$ cat config.mk
export PLATFORM = sky130hd
export DESIGN_NAME = clk_period_monitor
export DESIGN_NICKNAME = d
export VERILOG_FILES = /design/src/rtl/clk_mon_pkg.sv /design/src/rtl/sync_edge_det.sv /design/src/rtl/clk_period_monitor.sv
export SDC_FILE = /design/constraint.sdc
export NUM_CORES = 1
export LEC_CHECK = 0
export CAP_MARGIN = 20
export CORE_MARGIN = 1.5
export CORE_UTILIZATION = 50
export CTS_CLUSTER_DIAMETER = 40
export CTS_CLUSTER_SIZE = 25
export DETAILED_ROUTE_END_ITERATION = 6
export DONT_BUFFER_PORTS = 1
export PLACE_DENSITY_LB_ADDON = 0.25
export SYNTH_ARGS = -nofsm -noshare
export SYNTH_HDL_FRONTEND = slang
export SYNTH_SLANG_ARGS = --single-unit
$ cat constraint.sdc
create_clock -name I_CLK -period 2.2 [get_ports I_CLK]
set_input_delay 0.22 -clock I_CLK [delete_from_list [all_inputs] [get_ports I_CLK]]
set_output_delay 0.22 -clock I_CLK [all_outputs]
set_load 0.1 [all_outputs]
$ cat src/rtl/clk_mon_pkg.sv
// Shared types for the slow-clock period monitor: FSM state encoding and
// the error-counter ceiling.
package clk_mon_pkg;

  typedef enum logic [1:0] {
    ST_IDLE    = 2'd0,
    ST_ACQUIRE = 2'd1,
    ST_LOCKED  = 2'd2,
    ST_LOST    = 2'd3
  } mon_state_e;

  localparam logic [7:0] ERR_MAX = 8'hFF;

endpackage

$ cat src/rtl/sync_edge_det.sv
// Two-flop synchroniser for an asynchronous level plus an edge flop; emits
// registered, mutually exclusive one-cycle rise/fall strobes.
module sync_edge_det (
  input  logic I_CLK,
  input  logic rst,
  input  logic d_i,
  output logic rise_o,
  output logic fall_o
);

  logic s1_q, s2_q, s3_q;
  logic rise_q, fall_q;

  always_ff @(posedge I_CLK) begin
    if (rst) begin
      s1_q   <= 1'b0;
      s2_q   <= 1'b0;
      s3_q   <= 1'b0;
      rise_q <= 1'b0;
      fall_q <= 1'b0;
    end else begin
      s1_q   <= d_i;
      s2_q   <= s1_q;
      s3_q   <= s2_q;
      rise_q <= s2_q & ~s3_q;
      fall_q <= ~s2_q & s3_q;
    end
  end

  assign rise_o = rise_q;
  assign fall_o = fall_q;

endmodule

$ cat src/rtl/clk_period_monitor.sv
// Samples S_CLK in the I_CLK domain, measures each half-period in I_CLK
// cycles and tracks lock / loss-of-clock with a saturating error count.
module clk_period_monitor
  import clk_mon_pkg::*;
#(
  parameter int EXP_HALF = 4,
  parameter int TOL      = 0,
  parameter int CNT_W    = 16,
  parameter int TIMEOUT  = 1024,
  parameter int LOCK_N   = 4
) (
  input  logic             I_CLK,
  input  logic             rst,
  input  logic             S_CLK,
  output logic             rise_pulse,
  output logic             fall_pulse,
  output logic [CNT_W-1:0] half_period,
  output logic             period_valid,
  output logic             locked,
  output logic             lost,
  output logic [7:0]       err_cnt
);

  localparam logic [CNT_W-1:0] CNT_MAX = '1;
  localparam logic [31:0]      LO      = 32'((EXP_HALF > TOL) ? EXP_HALF - TOL : 0);
  localparam logic [31:0]      HI      = 32'(EXP_HALF + TOL);
  localparam int               GC_W    = $clog2(LOCK_N + 1);

  logic             rise_s, fall_s, edge_s;
  mon_state_e       state_q, state_d;
  logic [CNT_W-1:0] cnt_q, cnt_d;
  logic [CNT_W-1:0] meas;
  logic [GC_W-1:0]  gc_q, gc_d;
  logic [CNT_W-1:0] hp_q, hp_d;
  logic             pv_q, pv_d;
  logic [7:0]       err_q, err_d;
  logic             locked_q, lost_q;
  logic             good, timeout;

  sync_edge_det u_sync (
    .I_CLK  (I_CLK),
    .rst    (rst),
    .d_i    (S_CLK),
    .rise_o (rise_s),
    .fall_o (fall_s)
  );

  assign edge_s  = rise_s | fall_s;
  assign meas    = (cnt_q == CNT_MAX) ? CNT_MAX : cnt_q + CNT_W'(1);
  assign good    = (32'(meas) >= LO) && (32'(meas) <= HI);
  assign timeout = (cnt_q == CNT_W'(TIMEOUT - 1));

  always_comb begin
    state_d = state_q;
    cnt_d   = cnt_q;
    gc_d    = gc_q;
    hp_d    = hp_q;
    pv_d    = 1'b0;
    err_d   = err_q;

    // Counting is frozen while LOST; the next edge restarts it from zero.
    if (edge_s)
      cnt_d = '0;
    else if (state_q != ST_LOST && cnt_q != CNT_MAX)
      cnt_d = cnt_q + CNT_W'(1);

    if (edge_s) begin
      case (state_q)
        ST_IDLE, ST_LOST: begin
          state_d = ST_ACQUIRE;
          gc_d    = '0;
        end
        ST_ACQUIRE: begin
          hp_d = meas;
          pv_d = 1'b1;
          if (good) begin
            gc_d = gc_q + GC_W'(1);
            if (gc_d == GC_W'(LOCK_N)) state_d = ST_LOCKED;
          end else begin
            gc_d = '0;
          end
        end
        ST_LOCKED: begin
          hp_d = meas;
          pv_d = 1'b1;
          if (!good) begin
            if (err_q != ERR_MAX) err_d = err_q + 8'd1;
            gc_d    = '0;
            state_d = ST_ACQUIRE;
          end
        end
        default: state_d = ST_IDLE;
      endcase
    end else if (state_q != ST_LOST && timeout) begin
      state_d = ST_LOST;
    end
  end

  always_ff @(posedge I_CLK) begin
    if (rst) begin
      state_q  <= ST_IDLE;
      cnt_q    <= '0;
      gc_q     <= '0;
      hp_q     <= '0;
      pv_q     <= 1'b0;
      err_q    <= 8'd0;
      locked_q <= 1'b0;
      lost_q   <= 1'b0;
    end else begin
      state_q  <= state_d;
      cnt_q    <= cnt_d;
      gc_q     <= gc_d;
      hp_q     <= hp_d;
      pv_q     <= pv_d;
      err_q    <= err_d;
      locked_q <= (state_d == ST_LOCKED);
      lost_q   <= (state_d == ST_LOST);
    end
  end

  assign rise_pulse   = rise_s;
  assign fall_pulse   = fall_s;
  assign half_period  = hp_q;
  assign period_valid = pv_q;
  assign locked       = locked_q;
  assign lost         = lost_q;
  assign err_cnt      = err_q;

endmodule

After elaboration in Yosys (flattened, before gate mapping)
Index checks and enable logic that the tools add are counted.
{ "totals": {"in_bits": 3, "word_cells": 59, "regBits": 53, "out_inout_bits": 29} }
{ "classes": {"add_sub_neg": 3, "n_bitwise": 7, "magnitude_cmp": 2, "n_eq_ne": 12, "muxes": 11, "reduce_logical": 11} }
{ "ops": {"columns": ["op", "count"], "rows": [
  ["$add 16x1->16 const B", 1],
  ["$eq 16x10->1 const B", 1],
  ["$eq 16x16->1 const B", 1],
  ["$ge 16x3->1 const B", 1],
  ["$le 16x3->1 const B", 1],
  ["$mux 16", 1],
  ["$ne 16x16->1 const B", 1],
  ["$mux 2", 5],
  ["$pmux 3 s3", 1],
  ["$add 8x1->8 const B", 1],
  ["$eq 2x2->1 const B", 4],
  ["$ne 8x8->1 const B", 1],
  ["$reduce_or 2->1", 4],
  ["$mux 3", 2],
  ["$pmux 2 s3", 1],
  ["$ne 2x2->1 const B", 2],
  ["$not 1->1", 4],
  ["$reduce_and 2->1", 2],
  ["$reduce_and 4->1", 1],
  ["$add 3x1->3 const B", 1],
  ["$eq 3x3->1 const B", 1],
  ["$logic_and 1x1->1", 3],
  ["$and 1x1->1", 2],
  ["$eq 2x1->1 const B", 1],
  ["other kinds (3)", 3]
]} }

Depth between registers and ports, before layout
{ "depth": {"word_depth": 8, "mapped_depth": 10, "ltp_nobuf": 8} }

By module
From an unflattened synthesis, not the netlist that was laid out.
{ "hier_totals": {"hier_cells": 324, "area_unflattened_um2": 2840.2} }
{ "by_module_without_submodules": {"columns": ["module", "cells_per_inst", "area_each_um2", "n_inst", "seq_area_each_um2"], "rows": [
  ["clk_period_monitor", 314, 2706.3, 1, 960.9],
  ["sync_edge_det", 10, 133.9, 1, 100.1]
]} }

Least setup slack after synthesis
No wires, ideal clock.
{ "synth_path": {"path_type": "reg-to-reg", "start": "register u_sync.fall_q, in the netlist u_sync.fall_o", "end": "register hp_q[12], in the netlist half_period[12]", "slack_ps": -174, "t_required_ps": 2062, "synth_period_minus_slack_ps": 2374, "setup_time_ps": 138, "stages_incl_launch_ff": 7, "path_buffers": 2, "t_arrival_ps": 2237, "cell_sequence": "dfxtp_1 nor2_1 or2_2 clkbuf_1 nor2_1 clkbuf_1 a211oi_1"} }
{ "synth_via": {"elab_chain_cells": 2} }
{ "synth_lines": {"columns": ["item", "line", "source"], "rows": [
  ["start, declared", "sync_edge_det.sv:12", "logic rise_q, fall_q;"],
  ["start signal, assigned", "sync_edge_det.sv:26", "fall_q <= ~s2_q & s3_q;"],
  ["$or 1x1->1", "clk_period_monitor.sv:48", "assign edge_s = rise_s | fall_s;"],
  ["$reduce_and 2->1 (no source line)", null, null],
  ["end signal, assigned", "clk_period_monitor.sv:113", "hp_q <= hp_d;"],
  ["end, declared", "clk_period_monitor.sv:34", "logic [CNT_W-1:0] hp_q, hp_d;"]
]} }
Every way passes these cells.
A chain may end at the register's enable or synchronous reset.

Final worst setup path
{ "layout_path": {"start": "register cnt_q[1]", "end": "register err_q[1], in the netlist err_cnt[1]"} }
{ "layout_via": {"elab_chain_cells": 6, "word_cells_on_any_way": 8, "classes_between": "add/sub (1); order compare (2); eq/ne (1); mux (1); bitwise (1); reduce/logical (2)"} }
{ "layout_lines": {"columns": ["item", "line", "source"], "rows": [
  ["start, declared", "clk_period_monitor.sv:31", "logic [CNT_W-1:0] cnt_q, cnt_d;"],
  ["start signal, assigned", "clk_period_monitor.sv:111", "cnt_q <= cnt_d;"],
  ["$add 16x1->16 or $eq 16x16->1 (tied branches)", "clk_period_monitor.sv:49", "assign meas = (cnt_q == CNT_MAX) ? CNT_MAX : cnt_q + CNT_W'(1);"],
  ["$mux 16 *", "clk_period_monitor.sv:49", null],
  ["$ge 16x3->1 or $le 16x3->1 (tied branches)", "clk_period_monitor.sv:50", "assign good = (32'(meas) >= LO) && (32'(meas) <= HI);"],
  ["$logic_and 1x1->1 *", "clk_period_monitor.sv:50", null],
  ["$not 1->1 (no source line) *", null, null],
  ["$reduce_and 4->1 (no source line) *", null, null],
  ["end signal, assigned", "clk_period_monitor.sv:115", "err_q <= err_d;"],
  ["end, declared", "clk_period_monitor.sv:36", "logic [7:0] err_q, err_d;"]
]} }
Mark *: on every way between the ends. The rest lies on a longest branch, timed or not.

==> flow_summary.ini <==
[final_layout]
area_growth_pct = 24.74
stdcell_area_sq_um = 3438
layout-drive-gt1-share_pct = 28.91
antenna_cells = 0
fin_nets = 387
final_util_pct = 66.06

[yosys]
netlist_area_sq_um = 2756
ys_top_cells_by_area = dfxtp_1, nor2_1, xnor2_1, o21ai_0, a211oi_1
postSynthAreaPerCell_sq_um = 8.587
ys.flop_type = dfxtp_1
synth_edf_count = 0
yosysSeqAreaShare_pct = 38.49
synth-seq-cells = 53
synth_warnings = 0
synth_top_area_cell = dfxtp_1
async_reset_ff_share_pct = 0
synth_cell_types = 54
synthesis.nets = 331
synthCells = 321
synth_top_area_share_pct = 38.49

[critical_path]
slowest_stage = dfxtp_4
endpoint_kind = flop
crit_fanout = 14
worstPathRequired_ns = 2.41
crit_type = reg2reg
cp_cell_sequence = ha_4, nor3b_2, a31oi_1, nor4b_1, buf_4, nand4_1, o31ai_4, buf_12, mux2i_1, nor2_1
arrival_ns = 2.52
crit_path_max_incr_delay_ns = 0.39
critical-path-top-delay-family = simple AND/OR/NAND/NOR gates
startpoint_type = flop
cp_num_buf_inv = 2

[pwr]
static-leakage-power_uw = 0.001335
cellPowerDensity_nw_per_um2 = 482.4
ir_worst_vdd_v = 0.0002564
power_uw = 1659

[clocking]
cts_max_level = 2
clk_latency_ns = 0.30
clk_pin_slew_ns = 0.09
numCtsBuffers = 5
cts_buffer_depth = 2
cts_hold_buf = 6
cts_tree = built
clock-sinks = 53
cts-root-buf = clkbuf_8

[placed_design]
portBuffers = 0
gp_congestion = 0.9632
hpwl_um = 4748
dp_slack_ns = -0.03323
placedInstanceArea_sq_um = 3216

[sta]
relSlewSlack_pct = 58.33
finalHoldViolCount = 27
tightestPinTransition_ns = 0.6170
finalClockSkew_ns = 0.006247
rsz0062_at_grt = true
setup_viol = 9
finalCriticalPeriod_ns = 2.312
finalCritPeriodShare_pct = 105.1
whs_ns = -0.03036
clock.fmax_mhz = 432.6
slew_violations = 0
setup_slack_ns = -0.1118

[route]
vias = 2505
drt_wl_total_um = 6754
post_drt_wl_per_cell_um = 15.11
drtIter0Drc = 170
drc = 0
viasPerCell = 5.604
dr.pass1.iters = 4
detail-route-antenna-nets = 0

[global_route]
grt_util_all_layers_pct = 22.36
antenna_found_initial = 0
grt_max_degree = 36
overflow = 0
grt_pass1_wl_um = 10860
first_global_vias = 2331

[floorplanning]
coreArea_sq_um = 5205
die_w_um = 77.25
ios = 32
initial_utilization_pct = 52.96
num_rows = 26
die_area_sq_um = 5968
die_h_um = 77.25

[worst_hold_path]
hold_class = in2reg

[outcome]
status = finished, violations left
violations = negative hold slack, negative setup slack

[flow_run]
drv_cap = 0
sequential cells by signal, indices dropped and copies added, names as in the netlist:
| register | count |
|---|---|
| u_sync.s1_q | 1 |
| err_cnt | 8 |
| state_q | 2 |
| period_valid | 1 |
| half_period | 16 |
| u_sync.rise_o | 1 |
| locked | 1 |
| u_sync.s2_q | 1 |
| cnt_q | 16 |
| u_sync.s3_q | 1 |
| lost | 1 |
| u_sync.fall_o | 1 |
| gc_q | 3 |
power by group:
group,internal [uW],total (uW),switching (uW)
sequential,968,980,11.8
combinational,48.5,119,70.8
clock,250,559,309
total,1270,1660,392
layout make-up:
| cell class | instances | area (sq um) |
|---|---|---|
| clock inverters | 1 | 6.256 |
| clock buffers | 6 | 82.58 |
| inverters | 8 | 30.03 |
| repair buffers | 70 | 550.5 |
| fillers | 436 | 1767 |
| well taps | 70 | 87.58 |
| flip-flops and latches | 53 | 1084 |
| multi-input cells | 239 | 1598 |
metrics by stage:
stage          hold WS [ns]  TNS, ns  instances
6_report           -0.03036  -0.6883        447
5_1_grt            -0.04736   -1.500        447
4_1_cts            -0.03716        0        445
3_5_place_dp         0.2904  -0.1145        432
3_3_place_gp         0.2853        0        432
2_1_floorplan        0.3482  -0.3379        321
logic make-up after synthesis:
kind of cell	Yosys count	synth area share (%)
and+or+nand+nor	133	26.87
AOI/OAI and AO/OA	71	16.57
DFF	53	38.49
buffers and inverters	29	5.810
xor gates and xnor gates	24	7.626
adders and majority gates	7	3.177
muxes	4	1.453
cells in the mapped netlist, types with 2 or more instances:
cell and number:
a211oi_1 13, a21boi_0 2, a21o_1 2, a21oi_1 17
a31oi_1 5, and2_1 5, buf_4 4, buf_6 2
clkbuf_1 11, clkbuf_8 2, dfxtp_1 53, ha_1 7
inv_1 8, mux2i_1 4, nand2_1 13, nand3_1 16
nand4_1 4, nand4b_1 2, nor2_1 41, nor2b_1 7
nor3_1 9, nor3b_1 2, nor4_1 3, nor4_4 2
o211ai_1 2, o21ai_0 20, or2_2 4, or3_1 13
xnor2_1 15, xor2_1 9
path summary, 6_finish.rpt:
kind              cells after the start                    from  slack (ns)                  endpoint
hold reg to reg                       1  u_sync.s3_q$_SDFF_PP0_        0.41  u_sync.rise_o$_SDFF_PP0_
setup reg to reg                     10   cnt_q[1]$_SDFFE_PP0P_       -0.11   err_cnt[1]$_SDFFE_PP0P_
setup / recovery                     10   cnt_q[1]$_SDFFE_PP0P_       -0.11   err_cnt[1]$_SDFFE_PP0P_
hold / removal                        1                     rst       -0.03   err_cnt[2]$_SDFFE_PP0P_
placed cells by master (no fill, tap or decap), types with 13 or more instances in the layout:
master and n:
or3_1 13, a21oi_1 17, dfxtp_1 43, buf_4 64, nand2_1 13, o21ai_0 20, nand3_1 15, xnor2_1 15
a211oi_1 13, nor2_1 39
metal layers:
layer	part of all wire, %	vias up	global-route usage (%)
li1	-	1243	-
met4	1.9	0	6.545
met5	0	-	0
met2	46	73	35.88
met1	47	1175	30.59
met3	4.6	14	3.929
repair_timing:
| action | CTS | global route |
|---|---|---|
| pin swaps | 0 | 7 |
| resized for setup | 4 | 15 |
| endpoints found under the setup margin | 10 | 30 |
| hold endpoints to repair | 32 | 27 |
| setup buffers | 0 | 3 |
(Power assumes the default switching activity.)
